===== src/rtl/player_motion_ctrl.sv =====
// player_motion_ctrl: per-frame player x/row stepping, jump arc, death/respawn hold, level completion (in: clk rst frame_tick jump restart collide; out: player_x player_y sub_lv dir_right jumping jump_ost lv_done dead death_cnt)
module player_motion_ctrl #(
  parameter int pA             = 12,
  parameter int SCREEN_W       = 640,
  parameter int PLAYER_W       = 20,
  parameter int STEP           = 1,
  parameter int JUMP_LEN       = 70,
  parameter int RESPAWN_FRAMES = 30,
  parameter int ROW0_Y         = 139,
  parameter int ROW1_Y         = 300,
  parameter int ROW2_Y         = 459,
  parameter int DONE_Y         = 480
) (
  input  logic          clk,
  input  logic          rst,
  input  logic          frame_tick,
  input  logic          jump,
  input  logic          restart,
  input  logic          collide,
  output logic [pA-1:0] player_x,
  output logic [pA-1:0] player_y,
  output logic [1:0]    sub_lv,
  output logic          dir_right,
  output logic          jumping,
  output logic [6:0]    jump_ost,
  output logic          lv_done,
  output logic          dead,
  output logic [7:0]    death_cnt
);
  localparam logic [pA-1:0] X_MAX = pA'(SCREEN_W - PLAYER_W);
  localparam logic [pA-1:0] STP   = pA'(STEP);
  localparam logic [6:0]    LAST  = 7'(JUMP_LEN - 1);
  localparam logic [6:0]    HALF  = 7'(JUMP_LEN / 2);
  localparam int            HW    = $clog2(RESPAWN_FRAMES + 1);
  typedef enum logic [1:0] {PLAY, DEAD, DONE} state_t;
  state_t          state, state_n;
  logic [pA-1:0]   x_n, base;
  logic [1:0]      lv_n;
  logic            jmp_n, at_end;
  logic [6:0]      phase, phase_n;
  logic [7:0]      cnt_n;
  logic [HW-1:0]   hold, hold_n;
  assign dir_right = sub_lv != 2'd1;
  assign at_end    = dir_right ? player_x == X_MAX : player_x == '0;
  assign lv_done   = state == DONE;
  assign dead      = state == DEAD;
  assign jump_ost  = lv_done ? 7'd0 : phase <= HALF ? phase : 7'(JUMP_LEN) - phase;
  assign base      = sub_lv == 2'd0 ? pA'(ROW0_Y) : sub_lv == 2'd1 ? pA'(ROW1_Y) :
                     sub_lv == 2'd2 ? pA'(ROW2_Y) : pA'(DONE_Y);
  assign player_y  = base - pA'(jump_ost);
  always_comb begin
    state_n = state;
    x_n     = player_x;
    lv_n    = sub_lv;
    jmp_n   = jumping;
    phase_n = phase;
    cnt_n   = death_cnt;
    hold_n  = hold;
    if (state == PLAY && collide) begin
      state_n = DEAD;
      x_n     = dir_right ? '0 : X_MAX;
      jmp_n   = 1'b0;
      phase_n = '0;
      cnt_n   = death_cnt + 8'(death_cnt != 8'hff);
      hold_n  = '0;
    end else if (state == PLAY) begin
      if (frame_tick) begin
        x_n  = at_end ? player_x :
               dir_right ? (player_x >= X_MAX - STP ? X_MAX : player_x + STP) :
                           (player_x <= STP ? '0 : player_x - STP);
        lv_n = at_end ? sub_lv + 2'd1 : sub_lv;
        if (jumping) begin
          phase_n = phase == LAST ? '0 : phase + 7'd1;
          jmp_n   = phase != LAST;
        end
      end
      if (jump && !jumping) begin
        jmp_n   = 1'b1;
        phase_n = '0;
      end
      if (frame_tick && at_end && sub_lv == 2'd2) begin
        state_n = DONE;
        jmp_n   = 1'b0;
        phase_n = '0;
      end
    end else if (state == DEAD && frame_tick) begin
      state_n = hold == HW'(RESPAWN_FRAMES - 1) ? PLAY : DEAD;
      hold_n  = hold + HW'(1);
    end
  end
  always_ff @(posedge clk) begin
    if (!rst || restart) begin
      state    <= PLAY;
      player_x <= '0;
      sub_lv   <= '0;
      jumping  <= 1'b0;
      phase    <= '0;
      hold     <= '0;
    end else begin
      state    <= state_n;
      player_x <= x_n;
      sub_lv   <= lv_n;
      jumping  <= jmp_n;
      phase    <= phase_n;
      hold     <= hold_n;
    end
    death_cnt <= !rst ? '0 : restart ? death_cnt : cnt_n;
  end
endmodule


===== config.mk =====
export PLATFORM = sky130hd
export DESIGN_NAME = player_motion_ctrl
export DESIGN_NICKNAME = d
export VERILOG_FILES = /design/src/rtl/player_motion_ctrl.sv
export SDC_FILE = /design/constraint.sdc
export NUM_CORES = 1
export LEC_CHECK = 0
export CORE_ASPECT_RATIO = 0.5
export CORE_MARGIN = 2
export CORE_UTILIZATION = 45
export DETAILED_ROUTE_END_ITERATION = 8
export PLACE_DENSITY = 0.7
export SLEW_MARGIN = 20
export SYNTH_ARGS = -nofsm -noshare
export SYNTH_HDL_FRONTEND = slang
export SYNTH_SLANG_ARGS = --single-unit

===== constraint.sdc =====
create_clock -name clk -period 11.8 [get_ports clk]
set_clock_uncertainty 0.1 [all_clocks]
set_input_delay 2.36 -clock clk [delete_from_list [all_inputs] [get_ports clk]]
set_output_delay 2.36 -clock clk [all_outputs]
set_load 0.02 [all_outputs]

==> impl_metrics.py, run 1 <==
metrics = {
    "status": {
        "outcome": "finished, final reports clean",
    },
    "yosys": {
        "synth_edf_count": 0,
        "yosys.area_share.adder": 0.101,
        "synth_top_family_by_area": "simple AND/OR/NAND/NOR gates",
        "async_reset_ff_frac": 0,
        "synth_commonest_cells": "48 x nor2_1, 37 x dfxtp_1, 30 x nand2_1, 21 x ha_1, 21 x inv_1",
        "synthSimpleGateAreaFrac": 0.299,
        "synth-xor-area-share": 0.0778,
        "yosysWarnings": 0,
        "ys_ff_latch": 37,
        "seq_area_frac_synth": 0.263,
        "yosys.area.top_type": "dfxtp_1",
        "synth_top_area_frac": 0.263,
        "synth_ff_type": "dfxtp_1",
        "syn-num-nets": 392,
        "syn_avg_cell_area_um2": 7.73,
        "syn_inst": 364,
        "synthMostInstantiatedCell": "nor2_1",
        "muxShareOfSynthArea": 0.0111,
        "netlist_top_cells_area": "dfxtp_1 26%, ha_1 9.3%, nor2_1 6.4%",
        "ys_types": 57,
        "synth-compound-area-share": 0.189,
        "syn-cell-area_um2": 2810,
    },
    "sta": {
        "finalCritPeriodShare": 0.558,
        "whs_ns": 0.418,
        "fin_crit_ns": 6.59,
        "tightest_slew_ns": 1.10,
        "slew_headroom": 0.262,
        "final_hold_viol_count": 0,
        "fmax_mhz": 152,
        "setup_viol": 0,
        "worst_slack_ns": 5.21,
        "drv_slew": 0,
        "rsz0062_at_grt": "no",
        "tns_ns": 0,
    },
    "final_layout": {
        "nets": 433,
        "syn_to_final_growth_pct": 25.0,
        "n_antenna_cell": 0,
        "fillCellCount": 585,
        "final_util": 0.581,
        "layout-drive-gt1-share": 0.0640,
        "postLayoutCellArea_um2": 3520,
        "fin_cells": 494,
    },
    "die": {
        "ios": 51,
        "die_x_um": 116,
        "dieArea_um2": 6940,
        "fp-row-count": 20,
        "core_um2": 6060,
        "initial_core_util": 0.464,
        "die_h_um": 59.9,
    },
    "cts": {
        "post-cts-setup-buffers": 0,
        "h-tree-depth": 2,
        "clock_latency_ns": 0.28,
        "cts_tree": "yes",
        "clk_pin_slew_ns": 0.06,
        "holdBufCountCts": 0,
        "cts.sinks": 37,
        "clockRootBuffer": "clkbuf_16",
        "numCtsBuffers": 5,
        "cts_resized": 0,
        "cts_buffer_depth": 2,
    },
    "placed_design": {
        "placed_cell_area_um2": 3340,
        "dpl.hpwl_um": 5010,
        "gp_congestion": 0.902,
        "dp_cells": 486,
        "portBuffers": 50,
        "post-place-ws_ns": 5.51,
    },
    "detailed_routing": {
        "wl_met1_um": 3440,
        "routed-wl-met2_um": 2960,
        "drt_iter0_markers": 184,
        "ant_nets": 0,
        "via_count": 2735,
        "dr.max_layer_used": "met4",
        "avgViaCountPerCell": 5.54,
        "drc_errors": 0,
        "dr.pass1.iters": 5,
        "post_drt_wl_per_cell_um": 13.8,
        "wirelength_um": 6830,
        "dr_wl_met3_um": 352,
    },
    "worst_setup_path": {
        "critPathArrivalTime_ns": 4.13,
        "reg2reg_slack_ns": 8.56,
        "cp.required_ns": 9.34,
        "path_max_fanout": 8,
        "worstSetupEndpointType": "primary output",
        "worstSetupPathType": "flop to primary output",
        "worstSetupStartpointType": "flop",
    },
    "global_routing": {
        "grt_usage": 0.205,
        "grt_first_pass_wirelength_um": 11400,
        "grt_overflow": 0,
        "grt_max_degree": 17,
        "antenna_found_initial": 0,
        "grt_pass1_vias": 2427,
    },
    "power_and_ir_drop": {
        "p_leak_nw": 1.35,
        "finalPower_uw": 309,
        "peakVddDrop_v": 0.0000764,
        "power.density_nw_per_um2": 87.8,
    },
    "flow_run": {
        "maxCapViolations": 0,
    },
    "min_path": {
        "hp-class": "flop to flop",
    },
}
report_power, final:
group | switching, mW | total [mW] | internal, mW
Combinational | 0.0135 | 0.0222 | 0.00874
Sequential | 0.00211 | 0.128 | 0.126
Clock | 0.0528 | 0.158 | 0.105
Total | 0.0684 | 0.309 | 0.240
logic make-up (layout without fill, tap and decap cells):
logic type                 after synthesis  in the layout
muxes                                    3              3
AOI/OAI and AO/OA                       75             75
and+or+nand+nor                        164            164
buffers and inverters                   38             80
DFF                                     37             37
adders and majority gates               22             22
xor gates and xnor gates                25             25
final timing paths:
check	depth (start not counted)	endpoint	from
hold reg to reg	2	hold[4]$_SDFFE_PP0P_	hold[4]$_SDFFE_PP0P_
hold / removal	2	hold[4]$_SDFFE_PP0P_	hold[4]$_SDFFE_PP0P_
setup / recovery	13	player_y[11]	phase[0]$_SDFFE_PP0P_
setup reg to reg	8	phase[1]$_SDFFE_PP0P_	sub_lv[1]$_SDFFE_PP0P_
cells in the final DEF (no fill, tap or decap), types with 5 or more instances in the layout:
cell type        count
o21ai_0             16
nand2b_1             5
nand3_1             14
nor3_1               6
nor2_1              48
or3_1                7
and3_1               7
xnor2_1             16
nand4_1              9
or2_2                7
ha_1                21
dfxtp_1             37
clkdlybuf4s50_1     50
xor2_1               9
a31oi_1              8
inv_1               21
a21oi_1             10
and2_1               7
nand2_1             30
a21o_1               7
clkbuf_16            5
registers in the layout, summed over array words and instances (netlist names):
name,cells
player_x,12
death_cnt,8
sub_lv,2
state,2
phase,7
hold,5
jumping,1
area by class of cell:
type	count	area, µm²	area share
clock buffers	6	139	0.0395
clock inverters	2	37.5	0.0107
inverters	22	82.6	0.0235
multi-input cells	289	1910	0.542
flip-flops and latches	37	741	0.211
well taps	88	110	0.0313
repair buffers	50	500	0.142
layer usage:
metal	up-vias	track usage
met3	8	0.0345
li1	1372	-
met1	1270	0.287
met4	0	0.0459
met5	-	0
met2	85	0.337
critical path: stages, from the launching register on:
cell	delay (ns)
dfxtp_1	0.45
ha_1	0.24
o21ai_0	0.11
a21oi_1	0.32
nor2_1	0.10
xnor2_1	0.15
or2_2	0.30
ha_1	0.36
a21o_1	0.19
a31o_2	0.22
and3_1	0.18
a221oi_1	0.37
and3_1	0.25
clkdlybuf4s50_1	0.61
Note: power is estimated with default switching activity, not from simulation.
==> run 2, diff against run 1 <==
--- a/config.mk
+++ b/config.mk
@@ -9,7 +9,7 @@
 export CORE_MARGIN = 2
 export CORE_UTILIZATION = 45
 export DETAILED_ROUTE_END_ITERATION = 8
-export PLACE_DENSITY = 0.7
+export PLACE_DENSITY = 0.73
 export SLEW_MARGIN = 20
 export SYNTH_ARGS = -nofsm -noshare
 export SYNTH_HDL_FRONTEND = slang
==> constraint.sdc (replaced) <==
create_clock -name clk -period 6 [get_ports clk]
set_clock_uncertainty 0.1 [all_clocks]
set_input_delay 1.2 -clock clk [delete_from_list [all_inputs] [get_ports clk]]
set_output_delay 1.2 -clock clk [all_outputs]
set_load 0.02 [all_outputs]
==> run 2 against run 1 <==
  * Global-route usage is 0.28 points higher
  * Sequential power is 97% higher
  * Total power is 95% higher
  * Wire length is 1.5% higher
  * Final cell count stayed put
  * Register-to-register slack worse by 5.8 ns
  * Critical endpoint is now player_y[10]
  * Highest routed layer unchanged
  * Combinational power is 95% higher
  * Clock power is 94% higher
  * Largest cell class unchanged
  * Flip-flop and latch count stayed put
==> impl_metrics.py, run 2 (synthesis gave the netlist of run 1 again) <==
metrics = {
    "cts": {
        "cts_resized": 0,
        "h-tree-depth": 2,
        "clockRootBuffer": "clkbuf_16",
        "cts_buffer_depth": 2,
        "numCtsBuffers": 5,
        "cts_tree": "yes",
        "post-cts-setup-buffers": 0,
        "holdBufCountCts": 0,
        "cts.sinks": 37,
        "clock_latency_ns": 0.28,
        "clk_pin_slew_ns": 0.06,
    },
    "worst_setup_path": {
        "max_stage_delay_ns": 0.65,
        "r2r-end": "phase[1]$_SDFFE_PP0P_",
        "reg2reg_depth": 8,
        "r2r_start": "sub_lv[1]$_SDFFE_PP0P_",
        "slowest_stage": "clkdlybuf4s50_1",
        "critPathArrivalTime_ns": 4.25,
        "cp.buffers_inverters": 1,
        "worstSetupStartpointType": "flop",
        "worstSetupEndpointType": "primary output",
        "crit_family": "compound AO/OA/AOI/OAI gates",
        "crit_chain": "ha_1, o21ai_0, a21oi_1, nor2_1, xnor2_1, or2_2, ha_1, a21o_1, a31o_2, and3_1, a221oi_1, and3_1, clkdlybuf4s50_1",
        "path_max_fanout": 8,
        "cp.required_ns": 4.70,
        "worstSetupPathType": "flop to primary output",
        "reg2reg_slack_ns": 2.73,
    },
    "final_layout": {
        "nets": 433,
        "seq_area_um2": 741,
        "final_common_cell": "clkdlybuf4s50_1",
        "final_util": 0.581,
        "fin_cells": 494,
        "largestRegisters": "player_x: 12 flops, death_cnt: 8 flops, phase: 7 flops",
        "layout_common_cells": "50 x clkdlybuf4s50_1, 48 x nor2_1, 37 x dfxtp_1",
        "multiInputGateArea_um2": 1910,
        "largest_reg_flops": 12,
        "layout-drive-gt1-share": 0.0665,
        "syn_to_final_growth_pct": 25.0,
        "top_register": "player_x",
        "n_antenna_cell": 0,
        "fillCellCount": 583,
    },
    "detailed_routing": {
        "drc_errors": 0,
        "ant_nets": 0,
        "avgViaCountPerCell": 5.54,
        "dr.pass1.iters": 5,
        "wirelength_um": 6930,
        "drt_iter0_markers": 140,
        "post_drt_wl_per_cell_um": 14.0,
        "via_count": 2739,
    },
    "die": {
        "core_um2": 6060,
        "dieArea_um2": 6940,
        "fp-row-count": 20,
        "ios": 51,
        "die_h_um": 59.9,
        "initial_core_util": 0.464,
        "die_x_um": 116,
    },
    "power_and_ir_drop": {
        "peakVddDrop_v": 0.000101,
        "power.density_nw_per_um2": 171,
        "p_leak_nw": 1.35,
    },
    "placed_design": {
        "dpl.hpwl_um": 5030,
        "post-place-ws_ns": 0.805,
        "dp_cells": 486,
        "gp_congestion": 0.934,
        "portBuffers": 50,
    },
    "min_path": {
        "hp-class": "flop to flop",
        "min_from": "hold[4]$_SDFFE_PP0P_",
        "hold_depth": 2,
        "min_to": "hold[4]$_SDFFE_PP0P_",
    },
    "sta": {
        "rsz0062_at_grt": "no",
        "drv_slew": 0,
        "finalCritPeriodShare": 0.925,
        "worst_slack_ns": 0.449,
        "tns_ns": 0,
        "fmax_mhz": 180,
        "tightest_slew_ns": 0.633,
        "slew_headroom": 0.578,
        "final_hold_viol_count": 0,
        "fin_crit_ns": 5.55,
        "setup_viol": 0,
    },
    "global_routing": {
        "grt_first_pass_wirelength_um": 11400,
        "grt_pass1_vias": 2369,
        "grt_max_degree": 17,
        "antenna_found_initial": 0,
        "grt_usage": 0.208,
        "grt_overflow": 0,
    },
    "status": {
        "outcome": "finished, final reports clean",
    },
    "flow_run": {
        "maxCapViolations": 0,
    },
}
## run 2: cell types whose count changed in the layout (fill, tap and decap cells not counted), sizes merged
cell | previous run | this run
clkbuf | 6 | 5
clkinv | 1 | 2
## run 2: worst max path at each step
stage / end / slack (ns) / cells past startpoint / startpoint
after floorplan: player_y[10] / 1.44 / 14 / phase[2]$_SDFFE_PP0P_
after global placement: player_y[9] / 0.99 / 13 / phase[0]$_SDFFE_PP0P_
after detailed placement: player_y[10] / 0.81 / 13 / phase[0]$_SDFFE_PP0P_
after CTS: player_y[10] / 0.45 / 13 / phase[0]$_SDFFE_PP0P_
after global routing: player_y[10] / 0.17 / 13 / phase[0]$_SDFFE_PP0P_
final: player_y[10] / 0.45 / 13 / phase[0]$_SDFFE_PP0P_
## run 2: area by class of cell
cell class / count / share of cell area
Clock inverter: 3 / 0.0132
Tap cell: 88 / 0.0313
Multi-Input combinational cell: 289 / 0.544
Timing Repair Buffer: 50 / 0.142
Sequential cell: 37 / 0.211
Inverter: 22 / 0.0235
Clock buffer: 5 / 0.0356
## run 2: power by group
part	internal, mW	switching (mW)
sequential	0.248	0.00406
clock	0.197	0.110
combinational	0.0174	0.0261
total	0.462	0.140
## run 2: worst min-delay path, stage by stage (launching register included)
cell and delay, ns:
dfxtp_1 0.35, xor2_1 0.07, nor2_1 0.07
## run 2: layer usage
layer,track usage,vias to the layer above,wire length [µm]
met4,0.0544,0,96
met1,0.290,1272,3450
li1,-,1377,-
met5,0,-,0
met2,0.334,76,3060
met3,0.0396,14,320
## run 2: metrics by stage
stage | cell area (µm²) | total power, mW | hold slack, ns
2_1_floorplan | 2810 | 0.285 | 0.379
3_3_place_gp | 3340 | 0.300 | 0.402
3_5_place_dp | 3340 | 0.300 | 0.415
4_1_cts | 3510 | 0.603 | 0.428
5_1_grt | 3520 | 0.619 | 0.444
6_report | 3520 | 0.602 | 0.426
==> run 3, diff against run 2 <==
--- a/config.mk
+++ b/config.mk
@@ -10,7 +10,6 @@
 export CORE_UTILIZATION = 45
 export DETAILED_ROUTE_END_ITERATION = 8
 export PLACE_DENSITY = 0.73
-export SLEW_MARGIN = 20
 export SYNTH_ARGS = -nofsm -noshare
 export SYNTH_HDL_FRONTEND = slang
 export SYNTH_SLANG_ARGS = --single-unit
==> run 3 against run 2 <==
  * First-iteration DRC count increased by 46%
  * Worst setup slack better by 0.011 ns
  * Critical path depth unchanged
  * Global-route usage did not move
  * Total power is 0.33% lower
  * Final area is 0.14% lower
  * Flip-flop and latch count stayed put
  * Combinational power barely moved
  * Die area is the same
  * Largest cell class unchanged
  * Largest power group unchanged
  * Highest routed layer unchanged
==> impl_metrics.py, run 3 (synthesis gave the netlist of run 1 again) <==
metrics = {
    "status": {
        "outcome": "finished, final reports clean",
    },
    "worst_setup_path": {
        "crit_family": "compound AO/OA/AOI/OAI gates",
        "path_max_fanout": 8,
        "worstSetupPathType": "flop to primary output",
        "cp.required_ns": 4.70,
        "worstSetupStartpoint": "phase[0]$_SDFFE_PP0P_",
        "reg2reg_slack_ns": 2.75,
        "r2r_start": "sub_lv[1]$_SDFFE_PP0P_",
        "crit_chain": "ha_1, o21ai_0, a21oi_1, nor2_1, xnor2_1, or2_2, ha_1, a21o_1, a31o_2, and3_1, a221oi_1, and3_1, clkdlybuf4s50_1",
        "cp.buffers_inverters": 1,
        "worstSetupStartpointType": "flop",
        "r2r-end": "phase[1]$_SDFFE_PP0P_",
        "slowest_stage": "clkdlybuf4s50_1",
        "reg2reg_depth": 8,
        "critPathArrivalTime_ns": 4.24,
        "max_stage_delay_ns": 0.65,
        "worstSetupEndpointType": "primary output",
    },
    "sta": {
        "final_hold_viol_count": 0,
        "slew_headroom": 0.292,
        "finalCritPeriodShare": 0.923,
        "fin_crit_ns": 5.54,
        "drv_slew": 0,
        "tns_ns": 0,
        "rsz0062_at_grt": "no",
        "fmax_mhz": 180,
        "tightest_slew_ns": 1.06,
        "setup_viol": 0,
    },
    "min_path": {
        "min_to": "hold[4]$_SDFFE_PP0P_",
        "min_from": "hold[4]$_SDFFE_PP0P_",
        "hp-class": "flop to flop",
        "hold_depth": 2,
    },
    "die": {
        "die_x_um": 116,
        "ios": 51,
        "fp-row-count": 20,
        "core_um2": 6060,
        "die_h_um": 59.9,
        "dieArea_um2": 6940,
        "initial_core_util": 0.464,
    },
    "cts": {
        "numCtsBuffers": 5,
        "cts.sinks": 37,
        "holdBufCountCts": 0,
        "cts_resized": 0,
        "clockRootBuffer": "clkbuf_16",
        "clock_latency_ns": 0.28,
        "cts_tree": "yes",
        "post-cts-setup-buffers": 0,
        "h-tree-depth": 2,
        "clk_pin_slew_ns": 0.06,
        "cts_buffer_depth": 2,
    },
    "global_routing": {
        "grt_usage": 0.208,
        "grt_pass1_vias": 2369,
        "grt_first_pass_wirelength_um": 11400,
        "grt_overflow": 0,
        "antenna_found_initial": 0,
        "grt_max_degree": 17,
    },
    "final_layout": {
        "final_util": 0.580,
        "fin_cells": 494,
        "nets": 433,
        "syn_to_final_growth_pct": 24.9,
        "n_antenna_cell": 0,
        "largest_reg_flops": 12,
        "final_common_cell": "clkdlybuf4s50_1",
        "fillCellCount": 584,
        "layout-drive-gt1-share": 0.0640,
        "top_register": "player_x",
        "layout_common_cells": "50 x clkdlybuf4s50_1, 48 x nor2_1, 37 x dfxtp_1",
        "largestRegisters": "player_x: 12 flops, death_cnt: 8 flops, phase: 7 flops",
    },
    "detailed_routing": {
        "drc_errors": 0,
        "post_drt_wl_per_cell_um": 13.9,
        "ant_nets": 0,
        "dr.pass1.iters": 5,
        "wirelength_um": 6880,
        "drt_iter0_markers": 204,
        "via_count": 2750,
        "avgViaCountPerCell": 5.57,
    },
    "power_and_ir_drop": {
        "combPwrFrac": 0.072,
        "power.share.sequential": 0.420,
        "p_sw_frac": 0.231,
        "p_leak_nw": 1.35,
        "pwr-share-clk": 0.508,
        "power.internal_uw": 462,
        "power.density_nw_per_um2": 171,
        "switchingPower_uw": 139,
        "peakVddDrop_v": 0.000101,
    },
    "placed_design": {
        "gp_congestion": 0.934,
        "dp_cells": 486,
        "dpl.hpwl_um": 5030,
        "portBuffers": 50,
    },
    "flow_run": {
        "maxCapViolations": 0,
    },
}
[run 3: changes by cell type in the layout (fill, tap and decap cells not counted)]
| cell | previous run | this run |
|---|---|---|
| a211oi_2 | 1 | 0 |
| a211oi_1 | 1 | 2 |
[run 3: worst max path at each step]
stage                   endpoint  slack [ns]  cells after the start
global placement     player_y[9]        0.99                     13
detailed placement  player_y[10]        0.81                     13
CTS                 player_y[10]        0.45                     13
floorplan           player_y[10]        1.44                     14
finish              player_y[10]        0.46                     13
global route        player_y[10]        0.17                     13
[run 3: power by group through the flow]
| stage | Clock (mW) | Combinational, mW | Sequential (mW) |
|---|---|---|---|
| floorplan | 0 | 0.0268 | 0.258 |
| global placement | 0 | 0.0423 | 0.257 |
| detailed placement | 0 | 0.0426 | 0.257 |
| CTS | 0.308 | 0.0430 | 0.252 |
| global route | 0.318 | 0.0475 | 0.252 |
| finish | 0.305 | 0.0432 | 0.252 |
[run 3: through the flow]
| stage | hold slack (ns) | power (mW) | setup slack (ns) | cell area [µm²] |
|---|---|---|---|---|
| floorplan | 0.379 | 0.285 | 1.44 | 2810 |
| global placement | 0.402 | 0.300 | 0.988 | 3340 |
| detailed placement | 0.415 | 0.300 | 0.805 | 3340 |
| CTS | 0.428 | 0.603 | 0.452 | 3510 |
| global route | 0.444 | 0.618 | 0.166 | 3510 |
| finish | 0.426 | 0.600 | 0.459 | 3510 |
[run 3: cell type report]
class	count	area [µm²]	area share
clock buffers	5	125	0.0356
clock inverters	3	46.3	0.0132
inverters	22	82.6	0.0235
multi-input cells	289	1910	0.543
flip-flops and latches	37	741	0.211
well taps	88	110	0.0314
repair buffers	50	500	0.143
[run 3: metal layers]
layer  global-route usage  wire (µm)  vias to the layer above
li1                     -          -                     1380
met1                0.290       3390                     1272
met2                0.334       3050                       88
met3               0.0396        348                       10
met4               0.0544         87                        0
met5                    0          0                        -
[run 3: tightest hold or removal path, delay by kind of cell (launching register included)]
kind / cells / cell delay, ns
flip-flops: 1 / 0.35
XOR/XNOR: 1 / 0.07
AND/OR/NAND/NOR: 1 / 0.07
